## src/rtl/dvp_cam_pkg.sv

```systemverilog
// Shared definitions for the DVP camera receive path.
package dvp_cam_pkg;

    typedef enum logic [1:0] {
        StIdle  = 2'd0,
        StVsync = 2'd1,
        StFrame = 2'd2
    } cap_state_e;

    // Flag positions above the pixel data field in a FIFO entry: {sof, eol, data}.
    localparam int unsigned EOL_BIT = 0;
    localparam int unsigned SOF_BIT = 1;

    // RGB565 byte order on the wire: high byte arrives first.
    localparam bit HI_FIRST = 1'b1;

endpackage

```

## src/rtl/sync_fifo.sv

```systemverilog
// Single-clock first-word-fall-through FIFO; a push into a full FIFO is accepted only with a pop.
module sync_fifo #(
    parameter int unsigned WIDTH = 18,
    parameter int unsigned DEPTH = 8
) (
    input  logic             clk,
    input  logic             rst,
    input  logic             push_i,
    input  logic [WIDTH-1:0] wdata_i,
    input  logic             pop_i,
    output logic [WIDTH-1:0] rdata_o,
    output logic             full_o,
    output logic             empty_o
);

    localparam int unsigned AW = (DEPTH > 1) ? $clog2(DEPTH) : 1;

    logic [WIDTH-1:0] mem_q [DEPTH];
    logic [AW-1:0]    wr_ptr_q;
    logic [AW-1:0]    rd_ptr_q;
    logic [AW:0]      cnt_q;
    logic             do_push;
    logic             do_pop;

    assign full_o  = (cnt_q == (AW+1)'(DEPTH));
    assign empty_o = (cnt_q == '0);
    assign do_pop  = pop_i & ~empty_o;
    assign do_push = push_i & (~full_o | do_pop);
    assign rdata_o = mem_q[rd_ptr_q];

    always_ff @(posedge clk) begin
        if (do_push) begin
            mem_q[wr_ptr_q] <= wdata_i;
        end
    end

    always_ff @(posedge clk) begin
        if (rst) begin
            wr_ptr_q <= '0;
            rd_ptr_q <= '0;
            cnt_q    <= '0;
        end else begin
            if (do_push) begin
                wr_ptr_q <= wr_ptr_q + 1'b1;
            end
            if (do_pop) begin
                rd_ptr_q <= rd_ptr_q + 1'b1;
            end
            unique case ({do_push, do_pop})
                2'b10:   cnt_q <= cnt_q + 1'b1;
                2'b01:   cnt_q <= cnt_q - 1'b1;
                default: ;
            endcase
        end
    end

endmodule

```

## src/rtl/dvp_pixel_capture.sv

```systemverilog
// DVP frame/line tracker and byte packer feeding a valid/ready pixel stream through a FIFO.
module dvp_pixel_capture #(
    parameter int unsigned DATA_W     = 8,
    parameter int unsigned PIXEL_W    = 16,
    parameter int unsigned FIFO_DEPTH = 8,
    parameter bit          VSYNC_POL  = 1'b1
) (
    input  logic               clk,
    input  logic               rst,
    input  logic               pclk_sync_i,
    input  logic               dvp_href_i,
    input  logic               dvp_vsync_i,
    input  logic [DATA_W-1:0]  dvp_d_i,
    output logic [PIXEL_W-1:0] pix_data_o,
    output logic               pix_sof_o,
    output logic               pix_eol_o,
    output logic               pix_valid_o,
    input  logic               pix_ready_i,
    output logic               ovf_o,
    input  logic               ovf_clr_i
);

    import dvp_cam_pkg::*;

    localparam int unsigned ENTRY_W = PIXEL_W + 2;

    logic               href_s_q, vsync_s_q, s_vld_q;
    logic [DATA_W-1:0]  d_s_q;

    cap_state_e         state_q, state_d;
    logic               phase_q, phase_d;
    logic [DATA_W-1:0]  hi_q, hi_d;
    logic [PIXEL_W-1:0] pend_q, pend_d;
    logic               pend_vld_q, pend_vld_d;
    logic               sof_arm_q, sof_arm_d;
    logic               ovf_q;

    logic               vs_act;
    logic [PIXEL_W-1:0] new_pix;
    logic               push;
    logic               push_eol;
    logic [ENTRY_W-1:0] fifo_wdata;
    logic [ENTRY_W-1:0] fifo_rdata;
    logic               fifo_full, fifo_empty;
    logic               pop;
    logic               drop;

    assign vs_act  = (vsync_s_q == VSYNC_POL);
    assign new_pix = HI_FIRST ? {hi_q, d_s_q} : {d_s_q, hi_q};

    always_comb begin
        state_d    = state_q;
        phase_d    = phase_q;
        hi_d       = hi_q;
        pend_d     = pend_q;
        pend_vld_d = pend_vld_q;
        sof_arm_d  = sof_arm_q;
        push       = 1'b0;
        push_eol   = 1'b0;

        if (s_vld_q) begin
            unique case (state_q)
                StIdle: begin
                    if (vs_act) begin
                        state_d = StVsync;
                    end
                end
                StVsync: begin
                    if (!vs_act) begin
                        state_d   = StFrame;
                        sof_arm_d = 1'b1;
                    end
                end
                StFrame: begin
                    if (vs_act) begin
                        state_d    = StVsync;
                        phase_d    = 1'b0;
                        push       = pend_vld_q;
                        push_eol   = 1'b1;
                        pend_vld_d = 1'b0;
                    end else if (href_s_q) begin
                        if (!phase_q) begin
                            hi_d    = d_s_q;
                            phase_d = 1'b1;
                        end else begin
                            // The previous pixel is now known not to end the line.
                            phase_d    = 1'b0;
                            push       = pend_vld_q;
                            pend_d     = new_pix;
                            pend_vld_d = 1'b1;
                        end
                    end else begin
                        phase_d    = 1'b0;
                        push       = pend_vld_q;
                        push_eol   = 1'b1;
                        pend_vld_d = 1'b0;
                    end
                end
                default: state_d = StIdle;
            endcase
        end

        if (push) begin
            sof_arm_d = 1'b0;
        end
    end

    always_comb begin
        fifo_wdata                    = '0;
        fifo_wdata[PIXEL_W-1:0]       = pend_q;
        fifo_wdata[PIXEL_W + EOL_BIT] = push_eol;
        fifo_wdata[PIXEL_W + SOF_BIT] = sof_arm_q;
    end

    always_ff @(posedge clk) begin
        if (rst) begin
            href_s_q   <= 1'b0;
            vsync_s_q  <= 1'b0;
            d_s_q      <= '0;
            s_vld_q    <= 1'b0;
            state_q    <= StIdle;
            phase_q    <= 1'b0;
            hi_q       <= '0;
            pend_q     <= '0;
            pend_vld_q <= 1'b0;
            sof_arm_q  <= 1'b0;
            ovf_q      <= 1'b0;
        end else begin
            s_vld_q <= pclk_sync_i;
            if (pclk_sync_i) begin
                href_s_q  <= dvp_href_i;
                vsync_s_q <= dvp_vsync_i;
                d_s_q     <= dvp_d_i;
            end
            state_q    <= state_d;
            phase_q    <= phase_d;
            hi_q       <= hi_d;
            pend_q     <= pend_d;
            pend_vld_q <= pend_vld_d;
            sof_arm_q  <= sof_arm_d;
            if (drop) begin
                ovf_q <= 1'b1;
            end else if (ovf_clr_i) begin
                ovf_q <= 1'b0;
            end
        end
    end

    assign pop  = pix_valid_o & pix_ready_i;
    assign drop = push & fifo_full & ~pop;

    sync_fifo #(
        .WIDTH (ENTRY_W),
        .DEPTH (FIFO_DEPTH)
    ) u_fifo (
        .clk     (clk),
        .rst     (rst),
        .push_i  (push),
        .wdata_i (fifo_wdata),
        .pop_i   (pop),
        .rdata_o (fifo_rdata),
        .full_o  (fifo_full),
        .empty_o (fifo_empty)
    );

    // Gate with valid so stale FIFO storage never leaks out after reset.
    assign pix_valid_o = ~fifo_empty;
    assign pix_data_o  = pix_valid_o ? fifo_rdata[PIXEL_W-1:0] : '0;
    assign pix_eol_o   = pix_valid_o & fifo_rdata[PIXEL_W + EOL_BIT];
    assign pix_sof_o   = pix_valid_o & fifo_rdata[PIXEL_W + SOF_BIT];
    assign ovf_o       = ovf_q;

endmodule

```

## config.mk

```make
export PLATFORM = sky130hd
export DESIGN_NAME = dvp_pixel_capture
export DESIGN_NICKNAME = d
export VERILOG_FILES = /design/src/rtl/dvp_cam_pkg.sv /design/src/rtl/sync_fifo.sv /design/src/rtl/dvp_pixel_capture.sv
export SDC_FILE = /design/constraint.sdc
export NUM_CORES = 1
export LEC_CHECK = 0
export BUFFER_PORTS_ARGS = -buffer_cell sky130_fd_sc_hd__buf_4
export CORE_ASPECT_RATIO = 0.6
export CORE_UTILIZATION = 50
export DETAILED_ROUTE_END_ITERATION = 8
export PLACE_DENSITY = 0.78
export SYNTH_ARGS = -nofsm -noshare
export SYNTH_HDL_FRONTEND = slang
export SYNTH_SLANG_ARGS = --single-unit
```

## constraint.sdc

```tcl
create_clock -name clk -period 3.8 [get_ports clk]
set_input_delay 0.76 -clock clk [delete_from_list [all_inputs] [get_ports clk]]
set_output_delay 0.76 -clock clk [all_outputs]
set_load 0.02 [all_outputs]
```

==> results of run 1 <==
## critical path, stage by stage (launching register included)
cell     delay, ns
dfxtp_2       0.34
buf_12        0.27
mux4_2        0.57
mux2i_1       0.19
nor2_1        0.12
buf_4         0.18
## flip-flops by register name, indices dropped and copies added (netlist names), 2 cells and up, named ones only
name             flops
hi_q                 8
d_s_q                8
u_fifo.rd_ptr_q      3
u_fifo.wr_ptr_q      3
u_fifo.cnt_q         4
u_fifo.mem_q       144
state_q              2
pend_q              16
## through the flow
step | area (um2) | setup slack [ns] | util | hold WS (ns)
2_1_floorplan | 7650 | 0.886 | - | 0.437
3_3_place_gp | 8160 | 1.10 | 0.554 | 0.448
3_5_place_dp | 8160 | 1.07 | 0.554 | 0.450
4_1_cts | 8720 | 0.895 | 0.592 | 0.462
5_1_grt | 8720 | 0.834 | 0.592 | 0.473
6_report | 8720 | 0.927 | 0.592 | 0.465
## power groups by stage
stage	Sequential, W	Clock (W)	Combinational [W]
2_1_floorplan	0.00234	0	0.0000250
3_3_place_gp	0.00235	0	0.0000395
3_5_place_dp	0.00235	0	0.0000412
4_1_cts	0.00230	0.00175	0.0000415
5_1_grt	0.00230	0.00183	0.0000453
6_report	0.00230	0.00172	0.0000416
## kinds of logic (layout without fill, tap and decap cells)
logic type,count (synthesis),after routing,synth area share
compound gates,47,47,0.0361
xor+xnor,5,5,0.00572
fa+ha+maj,5,5,0.00818
buf+inv,32,84,0.0196
flops,198,198,0.706
mux,66,66,0.145
simple gates,134,134,0.0785
## layout by cell type, fill, tap and decap left out, drive strengths merged, types with 2 or more instances in the layout
master / n
edfxtp: 144
dfxtp: 54
nand2: 50
buf: 48
nor2: 46
mux4: 36
a21oi: 33
mux2i: 29
clkbuf: 19
nand3: 14
o21ai: 7
inv: 7
nor2b: 5
ha: 5
clkinvlp: 5
xor2: 4
or3: 4
nor3: 4
nand2b: 3
clkinv: 3
bufinv: 2
a311oi: 2
## area by class of cell
cell class | instances | area share
Clock inverter | 12 | 0.0149
Clock buffer | 19 | 0.0496
Timing Repair Buffer | 48 | 0.0428
Sequential cell | 198 | 0.620
Inverter | 5 | 0.00215
Multi-Input combinational cell | 257 | 0.242
Tap cell | 198 | 0.0284
## path summary, 6_finish.rpt
kind,cells past startpoint,to,from
max,5,pix_data_o[5],flip-flop
min,2,hi_q[2],hi_q[2]
max reg2reg,10,u_fifo.cnt_q[2],u_fifo.cnt_q[0]
min reg2reg,2,hi_q[2],hi_q[2]
## routing by layer
layer  track usage  up-vias  wire [um]
li1              -     1918          -
met3        0.0433       25        958
met4        0.0726        0        287
met1         0.293     2111       6980
met2         0.307      154       6780
met5             0        -          0
==> metrics.txt, run 1 <==
Max Cap Violations 0; Longest Clk Path Bufs 2; Leak 2.86 nW; Mapped Cells roughly 490; Least-Margin Pin Slew 0.805 ns; NumNets Final between 500 and 600; clock share of power 0.424; relative slew slack 0.463; initial antenna violation count 0; Final Hold Fails 0; Crit. End Element primary output; Post-CTS Setup Inserts 0; first-pass GRT wire length 23,400 um; critical path peak fanout 36; Via density 5.71; Die W between 150 and 200 um; HP Class reg2reg; Final Power 0.00406 W; sequential-to-total area share from yosys stat 0.706; unrepaired setup endpoints after global routing false; Core Area 14,700 um2; maximum achievable frequency 0.348 GHz; post-synth cell types 40; Final HPWL DP 9120 um; number of global-route vias before repair 4,209; residual DRC count 0; Final Cycle Share 0.756; CTS Hold Bufs 0; Sw Ratio 0.194; Reg power frac 0.566; P&R area growth vs syn 14.0%; layout cell share with drive strength beyond 1 0.226; syn_nets about 500; Die H 97.8 um; register area ~5400 um2; pin count of the biggest net entering global routing 55; Gate power share 0.010; synth cell count leaders edfxtp_1 (144), dfxtp_1 (54), nand2_1 (50), nor2_1 (46), mux4_2 (36); wire per inst 20.4 um; leading area contributor after synthesis edfxtp_1; Net Sw Power 0.000786 W; #FFs+latches synth 198; max-slew violation count 0; first-pass detailed-route iteration total 5; vias 4,208; Num CTS Buffers 17; DIE AREA 15,800 um2; synth warn 0; diode count 0; num rows 34; PwrDens 466 nW/um2; Synth area leaders edfxtp_1 (57%), dfxtp_1 (14%), mux4_2 (11%); GPL Wtd Cong around 0.83; dominant synthesized flop cell edfxtp_1; Multi-input gate area 2110 um2; Syn Area/Cell 15.7 um2; number of H-tree levels 4; # setup viols final 0; clk_skew 0.00799 ns; Total Routing Usage GR 0.203; clock sinks just under 200; Final ANT Viol Nets 0; Root Buffer Master clkbuf_16; non-filler cells, final roughly 740; Worst EP required 3.04 ns; WS Path Type reg2out; Starting Density 0.520; CTS tree built; fraction of registers with async set or reset after synthesis 0; P_int around 0.0033 W; DRT Wirelength 15,000 um; R2R setup slack 1.22 ns; status completed; Clock Latency Late Sink 0.42 ns; count leader, synth edfxtp_1; number of synthesized flops with an enable pin 144; setup_tns 0 ns; VDD IR max 295 uV; Mapped Area ~7700 um2; remaining global-route overflow 0; CTS resizes 0; 1st-iter DRT viols 369; startpoint types flip-flop; CP Data Arrival Time 2.11 ns; IO Pins 35; Port Buffer Count 34; filler cell count between 1,000 and 1,500; Reg clk slew, reported paths about 0.07 ns; Period minus WS final 2.87 ns; DP Cell Count 706; Synth top area share 0.565
Note: power is estimated with default switching activity, not from simulation.
==> run 2, diff against run 1 <==
==> constraint.sdc (replaced) <==
create_clock -name clk -period 2.8 [get_ports clk]
set_input_delay 0.56 -clock clk [delete_from_list [all_inputs] [get_ports clk]]
set_output_delay 0.56 -clock clk [all_outputs]
set_load 0.02 [all_outputs]
==> metrics.txt, run 2 (synthesized netlist as in run 1, its figures left out) <==
status completed (unchanged); NumNets Final 557 (was 547); critical path peak fanout 7 (was 36); unrepaired setup endpoints after global routing false (unchanged); Port Buffer Count 34 (unchanged); Hold Slack 0.356 ns (was 0.465 ns); first-pass detailed-route iteration total 5 (unchanged); Post-CTS Setup Inserts 0 (unchanged); Root Buffer Master clkbuf_16 (unchanged); largest registers u_fifo.mem_q x144, pend_q x16 (unchanged); clock share of power 0.424 (about the same); Final Cycle Share 0.946; IO Pins 35 (unchanged); Net Sw Power 0.00114 W (was 0.000786 W); relative slew slack 0.496 (was 0.463); setup_tns 0 ns (unchanged); P_int 0.00438 W (was 0.00328 W); max reg flops 144 (unchanged); filler cell count 1,104 (was 1,120); WS Path Type reg2reg (was reg2out); Starting Density 0.520 (unchanged); Final Hold Fails 0 (unchanged); clock sinks 198 (unchanged); Core Area 14,700 um2 (unchanged); DRT Wirelength 15,200 um (was 15,000 um); Die W 162 um (unchanged); Final ANT Viol Nets 0 (unchanged); wire per inst 20.3 um (was 20.4 um); CP Data Arrival Time 2.98 ns (was 2.11 ns); pin count of the biggest net entering global routing 55 (unchanged); most common cell after layout, fill and taps aside edfxtp_1 (unchanged); num rows 34 (unchanged); Clock Latency Late Sink 0.43 ns (was 0.42 ns); GPL Wtd Cong 0.845 (was 0.826); Num CTS Buffers 17 (unchanged); layout cell share with drive strength beyond 1 0.247 (was 0.226); Die H 97.8 um (unchanged); initial antenna violation count 0 (unchanged); worst r2r src vs_act (was u_fifo.cnt_q[0]); Crit. End Element flip-flop (was primary output); VDD IR max 389 uV (was 295 uV); PwrDens 625 nW/um2 (was 466 nW/um2); diode count 0 (unchanged); number of global-route vias before repair 4,271 (was 4,209); Sw Ratio 0.206 (was 0.194); Total Routing Usage GR 0.211 (was 0.203); vias 4,306 (was 4,208); Largest Register u_fifo.mem_q (unchanged); Gate power share 0.010 (about the same); startpoint types flip-flop (unchanged); maximum achievable frequency approximately 0.38 GHz; CTS tree built (unchanged); P&R area growth vs syn 15.4% (was 14.0%); first-pass GRT wire length 24,200 um (was 23,400 um); hold path start dvp_href_i (was hi_q[2]); Period minus WS final roughly 2.6 ns; residual DRC count 0 (unchanged); Reg power frac 0.566 (about the same); Max Cap Violations 0 (unchanged); Via density 5.76 (was 5.71); Least-Margin Pin Slew 0.754 ns (was 0.805 ns); number of H-tree levels 4 (unchanged); DIE AREA 15,800 um2 (unchanged); Longest Clk Path Bufs 2 (unchanged); Reg clk slew, reported paths 0.07 ns (about the same); most frequent cells in the layout edfxtp_1 (144), buf_4 (55), dfxtp_1 (53) (was edfxtp_1 (144), dfxtp_1 (53), nand2_1 (50)); # setup viols final 0 (unchanged); max-slew violation count 0 (unchanged); CP startpoint vs_act; remaining global-route overflow 0 (unchanged); Final HPWL DP 9750 um (was 9120 um); Worst EP required 3.13 ns (was 3.04 ns); 1st-iter DRT viols 364 (was 369); clk_skew 0.0127 ns (was 0.00799 ns); HP Class in2reg (was reg2reg); Leak 2.93 nW (was 2.86 nW)
-- run 2: changes by cell type in the layout (fill, tap and decap cells not counted), moves of 2 or more --
cell and change:
buf_4 +8, clkinv_4 +3, buf_12 +2, clkbuf_1 -2, clkinv_2 +2, clkinvlp_4 -2
inv_6 +2
-- run 2: through the flow --
step	total power [W]	utilization	setup WS (ns)	area, um2	instances
final	0.00552	0.600	0.151	8830	748
after global routing	0.00567	0.600	0.0270	8830	748
after CTS	0.00555	0.600	0.0993	8830	748
after detailed placement	0.00324	0.561	0.168	8260	716
after global placement	0.00324	0.561	0.288	8260	716
after floorplan	0.00322	-	0.0859	7650	487
-- run 2: worst paths after layout --
kind	to	slack, ns	cells after the start
worst max-delay path	u_fifo.cnt_q[3]	0.15	8
worst min-delay path	href_s_q	0.36	3
worst max register to register	u_fifo.cnt_q[3]	0.15	8
worst min register to register	hi_q[3]	0.46	2
-- run 2: repair_timing --
| action | in CTS | in global routing |
|---|---|---|
| resized for setup | 1 | 0 |
| hold buffers | 0 | 0 |
| endpoints found under the setup margin | 2 | 0 |
-- run 2: power groups by stage --
stage          combinational, W  clock, W  sequential, W
6_report              0.0000570   0.00234        0.00312
5_1_grt               0.0000621   0.00249        0.00312
4_1_cts               0.0000567   0.00237        0.00312
3_5_place_dp          0.0000565         0        0.00319
3_3_place_gp          0.0000534         0        0.00319
2_1_floorplan         0.0000340         0        0.00318
-- run 2: layout make-up --
class	count	area, um2	area share
Inverter	5	18.8	0.00212
Tap cell	198	248	0.0280
Sequential cell	198	5410	0.612
Clock buffer	17	425	0.0482
Multi-Input combinational cell	257	2110	0.239
Clock inverter	15	146	0.0166
Timing Repair Buffer	58	473	0.0535
-- run 2: critical path, cell delays in order, from the launching register on --
cell and delay (ns):
dfxtp_1 0.39, or3b_2 0.54, o211a_4 0.20, nand2_1 0.10, ha_1 0.32, nor4b_1 0.37
o21ai_0 0.14, o31ai_1 0.11, mux2_2 0.37
-- run 2: routing by layer --
| layer | wire length, um | track usage | share of wire |
|---|---|---|---|
| met2 | 7000 | 0.316 | 0.46 |
| met4 | 209 | 0.0675 | 0.014 |
| met5 | 0 | 0 | 0 |
| met3 | 908 | 0.0514 | 0.060 |
| met1 | 7090 | 0.307 | 0.47 |
